## src/rtl/instr_decode_reg.sv

```systemverilog
// Instruction decode register: 2-entry skid buffer that decodes MIPS-style fields as words enter.
// Optional build macro IDREG_STALL_CNT_EN adds a saturating output-stall counter.
module instr_decode_reg #(
    parameter int N = 32,
    parameter int M = 16
) (
    input  logic         clk,
    input  logic         rst,
    input  logic         flush,
    input  logic         in_valid,
    input  logic [N-1:0] in_instr,
    output logic         in_ready,
    output logic         out_valid,
    input  logic         out_ready,
    output logic [5:0]   out_opcode,
    output logic [4:0]   out_rs,
    output logic [4:0]   out_rt,
    output logic [4:0]   out_rd,
    output logic [M-1:0] out_imm,
    output logic         out_sx_sel
`ifdef IDREG_STALL_CNT_EN
    ,
    output logic [31:0]  stall_cnt
`endif
);

    typedef struct packed {
        logic [5:0]   opcode;
        logic [4:0]   rs;
        logic [4:0]   rt;
        logic [4:0]   rd;
        logic [M-1:0] imm;
        logic         sx_sel;
    } fields_t;

    fields_t in_fields;
    fields_t main_q;
    fields_t skid_q;
    logic    main_valid;
    logic    skid_valid;
    logic    in_ready_q;
    logic    xfer_in;
    logic    xfer_out;

    // Fields are decoded once on entry so the outputs come straight from flops.
    always_comb begin
        in_fields        = '0;
        in_fields.opcode = in_instr[31:26];
        in_fields.rs     = in_instr[25:21];
        in_fields.rt     = in_instr[20:16];
        in_fields.rd     = in_instr[15:11];
        in_fields.imm    = in_instr[M-1:0];
        in_fields.sx_sel = (in_instr[31:28] == 4'b0011);
    end

    assign xfer_in  = in_valid && in_ready_q;
    assign xfer_out = main_valid && out_ready;

    always_ff @(posedge clk) begin
        if (rst) begin
            main_q     <= '0;
            skid_q     <= '0;
            main_valid <= 1'b0;
            skid_valid <= 1'b0;
            in_ready_q <= 1'b1;
        end else if (flush) begin
            main_valid <= 1'b0;
            skid_valid <= 1'b0;
            in_ready_q <= 1'b1;
        end else if (skid_valid) begin
            // in_ready is low here, so only the drain path can fire.
            if (xfer_out) begin
                main_q     <= skid_q;
                skid_valid <= 1'b0;
                in_ready_q <= 1'b1;
            end
        end else if (!main_valid) begin
            if (xfer_in) begin
                main_q     <= in_fields;
                main_valid <= 1'b1;
            end
        end else begin
            if (xfer_out && xfer_in) begin
                main_q <= in_fields;
            end else if (xfer_out) begin
                main_valid <= 1'b0;
            end else if (xfer_in) begin
                skid_q     <= in_fields;
                skid_valid <= 1'b1;
                in_ready_q <= 1'b0;
            end
        end
    end

    assign in_ready   = in_ready_q;
    assign out_valid  = main_valid;
    assign out_opcode = main_q.opcode;
    assign out_rs     = main_q.rs;
    assign out_rt     = main_q.rt;
    assign out_rd     = main_q.rd;
    assign out_imm    = main_q.imm;
    assign out_sx_sel = main_q.sx_sel;

`ifdef IDREG_STALL_CNT_EN
    // Cleared only by rst; flush leaves the history intact.
    always_ff @(posedge clk) begin
        if (rst) begin
            stall_cnt <= '0;
        end else if (main_valid && !out_ready && (stall_cnt != 32'hFFFF_FFFF)) begin
            stall_cnt <= stall_cnt + 32'd1;
        end
    end
`endif

endmodule

```

## config.mk

```make
export PLATFORM = sky130hd
export DESIGN_NAME = instr_decode_reg
export DESIGN_NICKNAME = d
export VERILOG_FILES = /design/src/rtl/instr_decode_reg.sv
export SDC_FILE = /design/constraint.sdc
export NUM_CORES = 1
export LEC_CHECK = 0
export CELL_PAD_IN_SITES_DETAIL_PLACEMENT = 0
export CELL_PAD_IN_SITES_GLOBAL_PLACEMENT = 1
export CORE_MARGIN = 2
export CORE_UTILIZATION = 32
export DETAILED_ROUTE_END_ITERATION = 10
export PLACE_DENSITY = 0.77
export SETUP_SLACK_MARGIN = 0.05
export SYNTH_ARGS = -nofsm -noshare
export SYNTH_HDL_FRONTEND = slang
export SYNTH_SLANG_ARGS = --single-unit
```

## constraint.sdc

```tcl
create_clock -name clk -period 1.4 [get_ports clk]
set_clock_uncertainty 0.05 [all_clocks]
set_input_delay 0.21 -clock clk [delete_from_list [all_inputs] [get_ports clk]]
set_output_delay 0.21 -clock clk [all_outputs]
set_load 0.005 [all_outputs]
```

Word-level counts from Yosys, hierarchy flattened
Cells that the tools add are included.
{ "op_classes": {"bitwise": 4, "n_reduce_logical": 10, "eq_ne": 5, "muxes": 19} }
{ "op_table": {"columns": ["cell", "n"], "rows": [
  ["38-bit two-way mux", 5],
  ["1-bit two-way mux", 14],
  ["6-bit AND reduction", 1],
  ["5-bit AND reduction", 1],
  ["4-bit by 2-bit == test with 1-bit output (second input constant)", 1],
  ["2-bit inequality test (second input constant)", 2],
  ["1-bit NOT", 4],
  ["4-bit AND reduction", 1],
  ["2-bit nonzero test", 2],
  ["1-bit logical AND", 3],
  ["3-bit by 1-bit inequality test with 1-bit output (second input constant)", 1],
  ["3-bit nonzero test", 1],
  ["2-bit by 1-bit inequality test with 1-bit output (second input constant)", 1],
  ["2-bit OR reduction", 1]
]} }
{ "word_totals": {"regBits": 79, "elab_cells": 53, "output_inout_bits": 40} }

Depth between registers and ports, before layout
{ "logic_depth": {"word_depth": 6, "depth_mapped": 6, "mapped_depth_nobuf": 4} }

Least setup slack after synthesis
OpenSTA, ideal clock, no wires.
{ "synth_path": {"path_type": "flip-flop to flip-flop", "start": "reg in_ready_q, in the netlist in_ready", "end": "reg main_q (netlist bit out_imm[2])", "arrival_time_ns": 1.225, "setup_ns": 0.146, "stages_incl_launch_ff": 6, "path_buffers": 2, "period_less_slack_ns": 1.421, "setup_slack_ns": -0.021, "path_cell_list": "dfxtp_1 nand3b_1 a211oi_2 buf_4 buf_2 a211oi_2"} }
{ "synth_via": {"elab_chain_len": 4, "elab_cells_between_ends": 5, "cone_classes": "eq/ne: 1; reduce/logical: 4"} }
{ "synth_rtl": {"columns": ["element", "line_no", "text"], "rows": [
  ["start, declared", "41", "logic in_ready_q;"],
  ["start signal, assigned", "65", "in_ready_q <= 1'b1;"],
  ["start signal, assigned", "69", "in_ready_q <= 1'b1;"],
  ["start signal, assigned", "75", "in_ready_q <= 1'b1;"],
  ["1-bit logical AND (*)", "56", "assign xfer_in = in_valid && in_ready_q;"],
  ["1-bit logical AND", "83", "if (xfer_out && xfer_in) begin"],
  ["3-bit by 1-bit inequality test with 1-bit output (no source line)", null, null],
  ["4-bit AND reduction (no source line) (*)", null, null],
  ["end signal, assigned", "73", "main_q <= skid_q;"],
  ["end signal, assigned", "79", "main_q <= in_fields;"],
  ["end signal, assigned", "84", "main_q <= in_fields;"],
  ["end, declared", "37", "fields_t main_q;"]
]} }
Mark *: on every way between the ends. The rest lies on a longest branch, timed or not.
A chain may end at the register's enable or synchronous reset.

Worst setup path after layout
{ "layout_path": {"start": "reg skid_valid", "end": "reg main_q (netlist bit out_rs[0])"} }
{ "layout_via": {"elab_chain_len": 2, "elab_cells_between_ends": 5, "cone_classes": "eq/ne: 2; mux: 1; reduce/logical: 2"} }
{ "layout_rtl": {"columns": ["element", "line_no", "text"], "rows": [
  ["start, declared", "40", "logic skid_valid;"],
  ["start signal, assigned", "64", "skid_valid <= 1'b0;"],
  ["start signal, assigned", "68", "skid_valid <= 1'b0;"],
  ["start signal, assigned", "74", "skid_valid <= 1'b0;"],
  ["3-bit by 1-bit inequality test with 1-bit output (no source line) (tied with other cells)", null, null],
  ["4-bit AND reduction (no source line)", null, null]
]} }
Several ways; a longest one is shown, not always the timed one.

==> out/qor.json <==
{
  "cts_tree": "done",
  "floorplan.initialDensity": 0.326,
  "clk_transition_reported_paths_ns": 0.07,
  "grt_setup_unrepaired": "yes",
  "setup_viol": 66,
  "floorplan.core_area_um2": 8640,
  "antenna-diode-count": 0,
  "first_global_vias": 2403,
  "worstSetupStartpointType": "register",
  "maxSlewViolCount": 0,
  "die-area_um2": 9580,
  "worstPathRequired_ns": 1.59,
  "io_pins": 77,
  "ant_nets": 0,
  "num_vias": 2534,
  "clock_path_buffers": 2,
  "route.detailed.vias_per_inst": 4.84,
  "clock_tree.htree_level_count": 3,
  "portBuffers": 76,
  "grt_start_max_net_pins": 52,
  "relSlewSlack": 0.725,
  "clock_sinks": 69,
  "setup.worst_path.end_class": "register",
  "post_synth_inst_count": 316,
  "design.final.nets": 448,
  "areaGrowthSynthToFinish_pct": 51.0,
  "routed_wirelength_mm": 7.97,
  "route.detailed.wl_per_inst_um": 15.2,
  "dp.cells": 493,
  "syn_area_per_cell_um2": 8.92,
  "leakagePower_nw": 1.63,
  "drive_gt1_frac": 0.245,
  "final.setup.worst_slack_ns": -0.161,
  "dominantRegCellSynth": "dfxtp_1",
  "post-synth-top-area-fraction": 0.490,
  "fillerInstances": 840,
  "clock_latency_reported_for_the_late_side_of_the_worst_skew_pair_ns": 0.33,
  "floorplan.die.height_um": 97.9,
  "synth_register_bits": 69,
  "final_util": 0.493,
  "maxCapViolCount": 0,
  "drc_errors": 0,
  "aggregate_global_routing_overflow": 0,
  "placement_rows": 34,
  "drt_iter0_drc": 81,
  "grt.total_usage": 0.159,
  "p_per_area_nw_per_um2": 980,
  "max_freq_mhz": 641,
  "netlist_area_um2": 2820,
  "synth_top_cells_by_area": "dfxtp_1 49%, mux2i_1 11%, nand2_1 9.2%",
  "synth_enable_flop_cells": 0,
  "syn_nets": 353,
  "dp.final_hpwl_mm": 4.34,
  "grt_first_pass_wirelength_mm": 12.1,
  "finalHoldWorstSlack_ns": 0.0747,
  "fin_total_pwr_mw": 4.17,
  "ys.warnings.count": 0,
  "synth_area_leader_cell": "dfxtp_1",
  "finalWeightedCongestion": 0.806,
  "cts_buffers": 9,
  "worst-path-max-fanout": 16,
  "setup.worst_path.class": "register to register",
  "synth-seq-area-share": 0.490,
  "ir_worst_vdd_mv": 0.418,
  "final_cell_count_no_fill": 524,
  "outcome": "finished, violations left",
  "hold_path_class": "input pin to register",
  "fp.dieW_um": 97.9,
  "layout_worst_path_cycle_share": 1.11,
  "postSynth.asyncResetShare": 0,
  "tightest_slew_ns": 0.407,
  "worstPathArrival_ns": 1.76,
  "root_buffer": "clkbuf_8",
  "timing.final.crit_period_ns": 1.56,
  "failed_checks": "negative setup slack",
  "library_cells_used_by_synthesis": 22,
  "finalHoldViolCount": 0,
  "antenna_found_initial": 0,
  "drt_first_pass_iters": 4
}
==> timing repair <==
item                                    in CTS  in global routing
gates cloned                                 5                  3
resized for setup                           70                 22
endpoints found under the setup margin     106                 70
buffers inserted                             7                  3
pin swaps                                    2                 12
hold buffers                                 0                  0
==> routing by layer <==
metal | part of all wire | track usage | vias up
met2 | 0.49 | 0.268 | 58
met4 | 0.022 | 0.0748 | 0
met3 | 0.043 | 0.0394 | 15
met1 | 0.45 | 0.191 | 1186
li1 | - | - | 1275
met5 | 0 | 0 | -
==> sequential cells by signal, indices dropped and copies added, names as in the netlist <==
| signal | cells |
|---|---|
| skid_valid | 1 |
| out_rs | 5 |
| out_valid | 1 |
| out_imm | 11 |
| in_ready | 1 |
| out_sx_sel | 1 |
| out_rt | 5 |
| out_opcode | 6 |
| skid_q | 33 |
| out_rd | 5 |
==> worst max-delay path, cell delays in order (launching register included) <==
cell	delay, ns
dfxtp_2	0.33
nand3b_1	0.21
a211oi_4	0.28
buf_6	0.19
buf_12	0.15
nor2_1	0.04
a211oi_1	0.20
==> Yosys cell counts (2+ instances only) <==
library cell,count
dfxtp_1,69
nand2_1,69
a21oi_1,35
nor2_1,35
mux2i_1,32
a211oi_1,22
buf_2,12
a211oi_2,11
clkbuf_1,10
buf_4,8
o21ai_0,2
==> power breakdown <==
part / switching (mW) / internal, mW
clock network: 0.726 / 0.724
registers: 0.0432 / 2.05
logic: 0.279 / 0.351
==> final cells by class <==
cell class | count | area (um^2) | share of cell area
sequential | 69 | 1410 | 0.331
multi-input combinational | 216 | 1340 | 0.316
timing repair buffer | 114 | 1190 | 0.279
clock buffer | 11 | 151 | 0.0356
tap | 108 | 135 | 0.0317
clock inverter | 5 | 25.0 | 0.00588
inverter | 1 | 3.75 | 0.000882
==> metrics by stage <==
step / TNS, ns / cell area [um^2] / worst slack, ns
final: -8.57 / 4260 / -0.161
after global routing: -13.46 / 4260 / -0.228
after global placement: -28.07 / 3800 / -0.470
after floorplan: 0 / 2830 / 0.0517
after CTS: -7.92 / 4170 / -0.162
after detailed placement: -29.04 / 3800 / -0.519
==> cell families after synthesis <==
kind of cell | after synthesis | synth area share
buffers and inverters | 31 | 0.0573
AOI/OAI and AO/OA | 74 | 0.184
muxes | 32 | 0.114
DFF | 69 | 0.490
and+or+nand+nor | 110 | 0.155
==> placed cells by master, fill, tap and decap left out, drive strengths merged, types with 2 or more instances in the layout <==
cell type      instances
clkinv                 5
buf                   36
clkbuf                15
mux2i                 32
dlygate4sd2           38
o21ai                  2
a21oi                 35
nor2                  35
nand2                 69
clkdlybuf4s50         34
dfxtp                 69
a211oi                33
==> path summary, 6_finish.rpt <==
check                           cells after the start       start  slack [ns]    endpoint
worst max-delay path                                6  skid_valid       -0.16   out_rs[0]
worst min-delay path                                2         rst        0.07  skid_valid
worst max register to register                      6  skid_valid       -0.16   out_rs[0]
worst min register to register                      2  skid_q[24]        0.40  skid_q[24]
No activity file was read; power rests on OpenSTA's default activity.
